**config.mk**
```make
export PLATFORM = sky130hd
export DESIGN_NAME = fetch_prefetch_q
export DESIGN_NICKNAME = d
export VERILOG_FILES = /design/src/rtl/fetch_prefetch_q.sv
export SDC_FILE = /design/constraint.sdc
export NUM_CORES = 1
export LEC_CHECK = 0
export CAP_MARGIN = 20
export CORE_MARGIN = 1
export CORE_UTILIZATION = 50
export DETAILED_ROUTE_END_ITERATION = 10
export PLACE_DENSITY_LB_ADDON = 0.08
export RECOVER_POWER = 25
export SLEW_MARGIN = 20
export SYNTH_ARGS = -nofsm -noshare
export SYNTH_HDL_FRONTEND = slang
export SYNTH_SLANG_ARGS = --single-unit
```
**constraint.sdc**
```tcl
create_clock -name clk -period 3.1 [get_ports clk]
set_input_delay 0.31 -clock clk [delete_from_list [all_inputs] [get_ports clk]]
set_output_delay 0.31 -clock clk [all_outputs]
set_load 0.01 [all_outputs]
```
**src/rtl/fetch_prefetch_q.sv**
```systemverilog
`default_nettype none
// ============================================================================
// Module      : fetch_prefetch_q
// Description : LEGv8 fetch stage with a prefetch queue. The stage holds the
//               PC and issues req/gnt requests to a variable-latency
//               instruction memory that returns words in order. Up to MAX_OUT
//               requests can be in flight at once. Returned words are stored
//               with their PC in a DEPTH-entry queue, which decode drains
//               through a valid/ready handshake.
//               When PCSrc_F is high, the stage redirects to PCBranch_F,
//               flushes the queue and discards stale in-flight responses.
//               Optional macro FETCH_PERF_CNT_EN adds the stall_cnt_F and
//               flush_cnt_F performance counters.
// Revision    : 1.0 - initial release
// ============================================================================
module fetch_prefetch_q #(
    parameter int             N        = 64,
    parameter int             DEPTH    = 4,
    parameter int             MAX_OUT  = 2,
    parameter logic [N-1:0]   RESET_PC = '0
) (
    input  logic          clk,
    input  logic          reset,
    input  logic          PCSrc_F,
    input  logic [N-1:0]  PCBranch_F,
    output logic          imem_req_F,
    output logic [N-1:0]  imem_addr_F,
    input  logic          imem_gnt_F,
    input  logic          imem_rvalid_F,
    input  logic [31:0]   imem_rdata_F,
    output logic          instr_valid_D,
    output logic [31:0]   instr_D,
    output logic [N-1:0]  pc_D,
    input  logic          instr_ready_D
`ifdef FETCH_PERF_CNT_EN
    ,
    output logic [31:0]   stall_cnt_F,
    output logic [31:0]   flush_cnt_F
`endif
);

    localparam int c_QW = $clog2(DEPTH);
    localparam int c_CW = $clog2(DEPTH + 1);
    localparam int c_IW = (MAX_OUT > 1) ? $clog2(MAX_OUT) : 1;
    localparam int c_OW = $clog2(MAX_OUT + 1);
    localparam int c_SW = ((c_CW > c_OW) ? c_CW : c_OW) + 1;

    logic [N-1:0]      r_pc;
    logic [31:0]       r_q_instr [DEPTH];
    logic [N-1:0]      r_q_pc    [DEPTH];
    logic [c_QW-1:0]   r_q_rd;
    logic [c_QW-1:0]   r_q_wr;
    logic [c_CW-1:0]   r_count;
    logic [N-1:0]      r_if_pc   [MAX_OUT];
    logic [c_IW-1:0]   r_if_rd;
    logic [c_IW-1:0]   r_if_wr;
    logic [c_OW-1:0]   r_out;
    logic [c_OW-1:0]   r_drop;

    logic w_credit;
    logic w_req;
    logic w_gnt;
    logic w_rv;
    logic w_push;
    logic w_discard;
    logic w_pop;

    // The in-flight PC FIFO need not be a power of 2, so its pointers wrap explicitly.
    function automatic logic [c_IW-1:0] f_if_inc(input logic [c_IW-1:0] p);
        return (p == c_IW'(MAX_OUT - 1)) ? '0 : p + c_IW'(1);
    endfunction

    // Words already queued plus requests still in flight must never exceed the queue size.
    // This credit check is what prevents the queue from overflowing.
    assign w_credit  = (c_SW'(r_count) + c_SW'(r_out)) < c_SW'(DEPTH);
    assign w_req     = reset & ~PCSrc_F & w_credit & (r_out < c_OW'(MAX_OUT));
    assign w_gnt     = w_req & imem_gnt_F;
    // A response that arrives while nothing is outstanding is a stray left over from before reset.
    assign w_rv      = imem_rvalid_F & (r_out != '0);
    assign w_discard = w_rv & ~PCSrc_F & (r_drop != '0);
    assign w_push    = w_rv & ~PCSrc_F & (r_drop == '0);
    assign w_pop     = (r_count != '0) & instr_ready_D;

    assign imem_req_F    = w_req;
    assign imem_addr_F   = r_pc;
    assign instr_valid_D = (r_count != '0);
    assign instr_D       = r_q_instr[r_q_rd];
    assign pc_D          = r_q_pc[r_q_rd];

    // Request side: PC, in-flight PC FIFO, outstanding and drop counters.
    always_ff @(posedge clk or negedge reset) begin
        if (!reset) begin
            r_pc    <= RESET_PC;
            r_if_rd <= '0;
            r_if_wr <= '0;
            r_out   <= '0;
            r_drop  <= '0;
            for (int i = 0; i < MAX_OUT; i++) begin
                r_if_pc[i] <= '0;
            end
        end else if (PCSrc_F) begin
            // No request goes out in a redirect cycle. Every response still owed
            // after this cycle is stale and must be dropped.
            r_pc    <= PCBranch_F;
            r_if_rd <= '0;
            r_if_wr <= '0;
            r_out   <= r_out - c_OW'(w_rv);
            r_drop  <= r_out - c_OW'(w_rv);
        end else begin
            if (w_gnt) begin
                r_pc             <= r_pc + N'(4);
                r_if_pc[r_if_wr] <= r_pc;
                r_if_wr          <= f_if_inc(r_if_wr);
            end
            if (w_push) begin
                r_if_rd <= f_if_inc(r_if_rd);
            end
            if (w_discard) begin
                r_drop <= r_drop - c_OW'(1);
            end
            if (w_gnt && !w_rv) begin
                r_out <= r_out + c_OW'(1);
            end else if (!w_gnt && w_rv) begin
                r_out <= r_out - c_OW'(1);
            end
        end
    end

    // Instruction queue: push returned words together with their PC, and pop on the decode handshake.
    always_ff @(posedge clk or negedge reset) begin
        if (!reset) begin
            r_q_rd  <= '0;
            r_q_wr  <= '0;
            r_count <= '0;
            for (int i = 0; i < DEPTH; i++) begin
                r_q_instr[i] <= '0;
                r_q_pc[i]    <= '0;
            end
        end else if (PCSrc_F) begin
            r_q_rd  <= '0;
            r_q_wr  <= '0;
            r_count <= '0;
        end else begin
            if (w_push) begin
                r_q_instr[r_q_wr] <= imem_rdata_F;
                r_q_pc[r_q_wr]    <= r_if_pc[r_if_rd];
                r_q_wr            <= r_q_wr + c_QW'(1);
            end
            if (w_pop) begin
                r_q_rd <= r_q_rd + c_QW'(1);
            end
            if (w_push && !w_pop) begin
                r_count <= r_count + c_CW'(1);
            end else if (!w_push && w_pop) begin
                r_count <= r_count - c_CW'(1);
            end
        end
    end

`ifdef FETCH_PERF_CNT_EN
    logic [31:0] r_stall_cnt;
    logic [31:0] r_flush_cnt;

    // Saturating counters: cycles with an empty queue, and redirect cycles.
    always_ff @(posedge clk or negedge reset) begin
        if (!reset) begin
            r_stall_cnt <= '0;
            r_flush_cnt <= '0;
        end else begin
            if ((r_count == '0) && (r_stall_cnt != '1)) begin
                r_stall_cnt <= r_stall_cnt + 32'd1;
            end
            if (PCSrc_F && (r_flush_cnt != '1)) begin
                r_flush_cnt <= r_flush_cnt + 32'd1;
            end
        end
    end

    assign stall_cnt_F = r_stall_cnt;
    assign flush_cnt_F = r_flush_cnt;
`endif

endmodule
`default_nettype wire

```
==> flow_summary.json <==
{
  "netlist.area_leader.share": 0.574,
  "layout_commonest_cell": "dfrtp_1",
  "dp_hpwl_mm": 44.3,
  "start_util": 0.510,
  "ff2ff_path_depth": 6,
  "grt_pass1_vias": 18300,
  "gp_congestion": 0.850,
  "run_status": "complete, but fails checks",
  "rr_startpoint": "imem_addr_F[20]",
  "synth_edf_count": 0,
  "worstMarginPinSlew_ps": 1840,
  "synth_top_area_cell": "dfrtp_1",
  "syn_to_final_growth_pct": 23.0,
  "async_reset_ff_frac": 1.00,
  "clock_skew_ps": 18.0,
  "htreeDepth": 3,
  "final_core_util": 0.627,
  "worstPathCellList": "buf_12 > mux4_2 > clkdlybuf4s50_1",
  "period_share": 0.945,
  "postSynthCellCount": 2083,
  "ys_top_cells_by_area": "dfrtp_1, mux2_2, mux4_2, a21oi_1, nor2_1",
  "grt_first_pass_wirelength_mm": 105,
  "first_pass_iters": 5,
  "crit_fanout": 50,
  "yosysSeqAreaShare": 0.574,
  "path_buf_inv": 2,
  "slowest_stage": "mux4_2",
  "fill_cells": 4004,
  "max_stage_delay_ps": 590,
  "hold_path_class": "in2async",
  "mostFrequentLayoutCells": "dfrtp_1, nor2_1, a21oi_1",
  "layout-drive-gt1-share": 0.224,
  "ys_ff_latch": 589,
  "cts_root_buf": "clkbuf_16",
  "antenna_found_initial": 11,
  "finalNetCount": 2461,
  "num_rows": 82,
  "core_area_um2": 50400,
  "rsz0062_at_grt": "false",
  "drv_cap": 3,
  "grt_overflow_total": 0,
  "power_density_nw_per_um2": 917,
  "die-area_um2": 52200,
  "ff2ff_setup_slack_ps": 370,
  "drtIter0Drc": 1009,
  "startpoint_type": "register",
  "clkSlewWorstSetupHoldPaths_ps": 60,
  "ant_nets": 0,
  "vias": 17300,
  "timing_hold_violations_final": 0,
  "setup_viol": 0,
  "clock_latency_ps": 600,
  "slew_headroom": -0.228,
  "grt_max_degree": 137,
  "critical_path_class": "reg2out",
  "slew_violations": 280,
  "yosysWarnings": 0,
  "ctsLongestPathBuffers": 3,
  "synth_area_per_cell_um2": 12.3,
  "vias_per_cell": 5.65,
  "avgRoutedWirePerCell_um": 21.4,
  "reg2reg_to": "imem_addr_F[62]",
  "critPathRequiredTime_ps": 2790,
  "drc_errors": 0,
  "period_minus_slack_ps": 2930,
  "critPathTopFamily": "buffers and inverters",
  "synth_ff_type": "dfrtp_1",
  "arrival_ps": 2620,
  "numClockSinks": 589,
  "fmax_mhz": 341,
  "ctsResizeCount": 0,
  "ir_drop_mv": 0.527,
  "portBuffers": 263,
  "drt-total-wl_mm": 65.7,
  "syn_area_um2": 25700,
  "die_h_um": 229,
  "fin_tns_setup_ps": 0,
  "io_pins": 264,
  "synth_cell_types": 48,
  "worst_setup_path_end_kind": "output port",
  "cts_tree": "built",
  "dieWidth_um": 229,
  "syn-num-nets": 2194,
  "p_leak_nw": 13.6,
  "violations": "max-capacitance violations, max-slew violations",
  "grtUsageTotal": 0.261,
  "numCtsBuffers": 66
}
-- where the power goes --
group	total (mW)	switching, mW	internal, mW
Clock	7.56	3.05	4.51
Sequential	11.5	1.39	10.1
Combinational	9.92	4.45	5.47
-- what timing repair did --
item | in CTS | in global routing
hold endpoints to repair | 15 | 0
setup buffers | 0 | 0
hold buffers | 1 | 0
-- sequential cells by signal, summed over array words and instances (netlist names) --
register / count
r_out: 2
r_if_wr: 1
r_if_rd: 1
r_if_pc: 128
r_drop: 2
r_q_pc: 256
r_q_wr: 2
imem_addr_F: 64
r_count: 3
r_q_rd: 2
r_q_instr: 128
-- stage by stage --
stage	instances	power (mW)	setup WS [ps]	hold WS, ps	cell area, um^2
2_1_floorplan	2083	17.2	533	14.4	25700
3_3_place_gp	2953	21.2	445	169	29500
3_5_place_dp	2953	21.6	434	169	29500
4_1_cts	3064	29.3	137	135	31600
5_1_grt	3064	30.6	59.3	146	31600
6_report	3067	29.0	171	152	31600
-- how the worst max path moves through the flow --
stage,start,end,slack (ps),cells past startpoint
2_1_floorplan,imem_addr_F[20],imem_addr_F[62],530,8
3_3_place_gp,imem_addr_F[20],imem_addr_F[62],440,6
3_5_place_dp,imem_addr_F[20],imem_addr_F[62],430,6
4_1_cts,r_q_rd[0],pc_D[31],140,3
5_1_grt,r_q_rd[0],pc_D[18],60,3
6_report,r_q_rd[0],pc_D[23],170,3
-- synthesized netlist by cell type (all sizes together), types with 5 or more instances --
master    n
nor2    290
dfrtp   589
nor4     14
nand4    24
and3      6
or4       6
clkbuf  118
or3       5
mux4     96
and2      5
a21oi   265
nand2    98
nand3    24
mux2i    66
xor2     23
xnor2    40
nor3     18
buf      21
inv      17
mux2    254
ha        8
o21ai    59
-- cell type report --
| cell class | instances | area [um^2] | share of cell area |
|---|---|---|---|
| tap | 672 | 841 | 0.0266 |
| timing repair buffer | 338 | 3480 | 0.110 |
| clock inverter | 18 | 173 | 0.00547 |
| sequential | 589 | 14800 | 0.467 |
| multi-input combinational | 1338 | 10400 | 0.328 |
| antenna | 3 | 7.51 | 0.000238 |
| clock buffer | 92 | 1900 | 0.0603 |
| inverter | 17 | 63.8 | 0.00202 |
-- routing by layer --
layer,up-vias,track usage,routed length (um)
li1,7928,-,-
met1,8810,0.337,27200
met2,426,0.425,31900
met3,144,0.0671,4120
met4,16,0.0975,2310
met5,-,0,98
-- kinds of logic (layout without fill, tap and decap cells) --
logic type                 count (synthesis)  after routing  synth area share
buffers and inverters                    156            465            0.0232
DFF                                      589            589             0.574
xor gates and xnor gates                  63             63            0.0215
adders and majority gates                  9              9           0.00468
AOI/OAI and AO/OA                        348            348            0.0707
other                                      0              3                 0
muxes                                    416            416             0.221
and+or+nand+nor                          502            502            0.0844
Note: power is estimated with default switching activity, not from simulation.
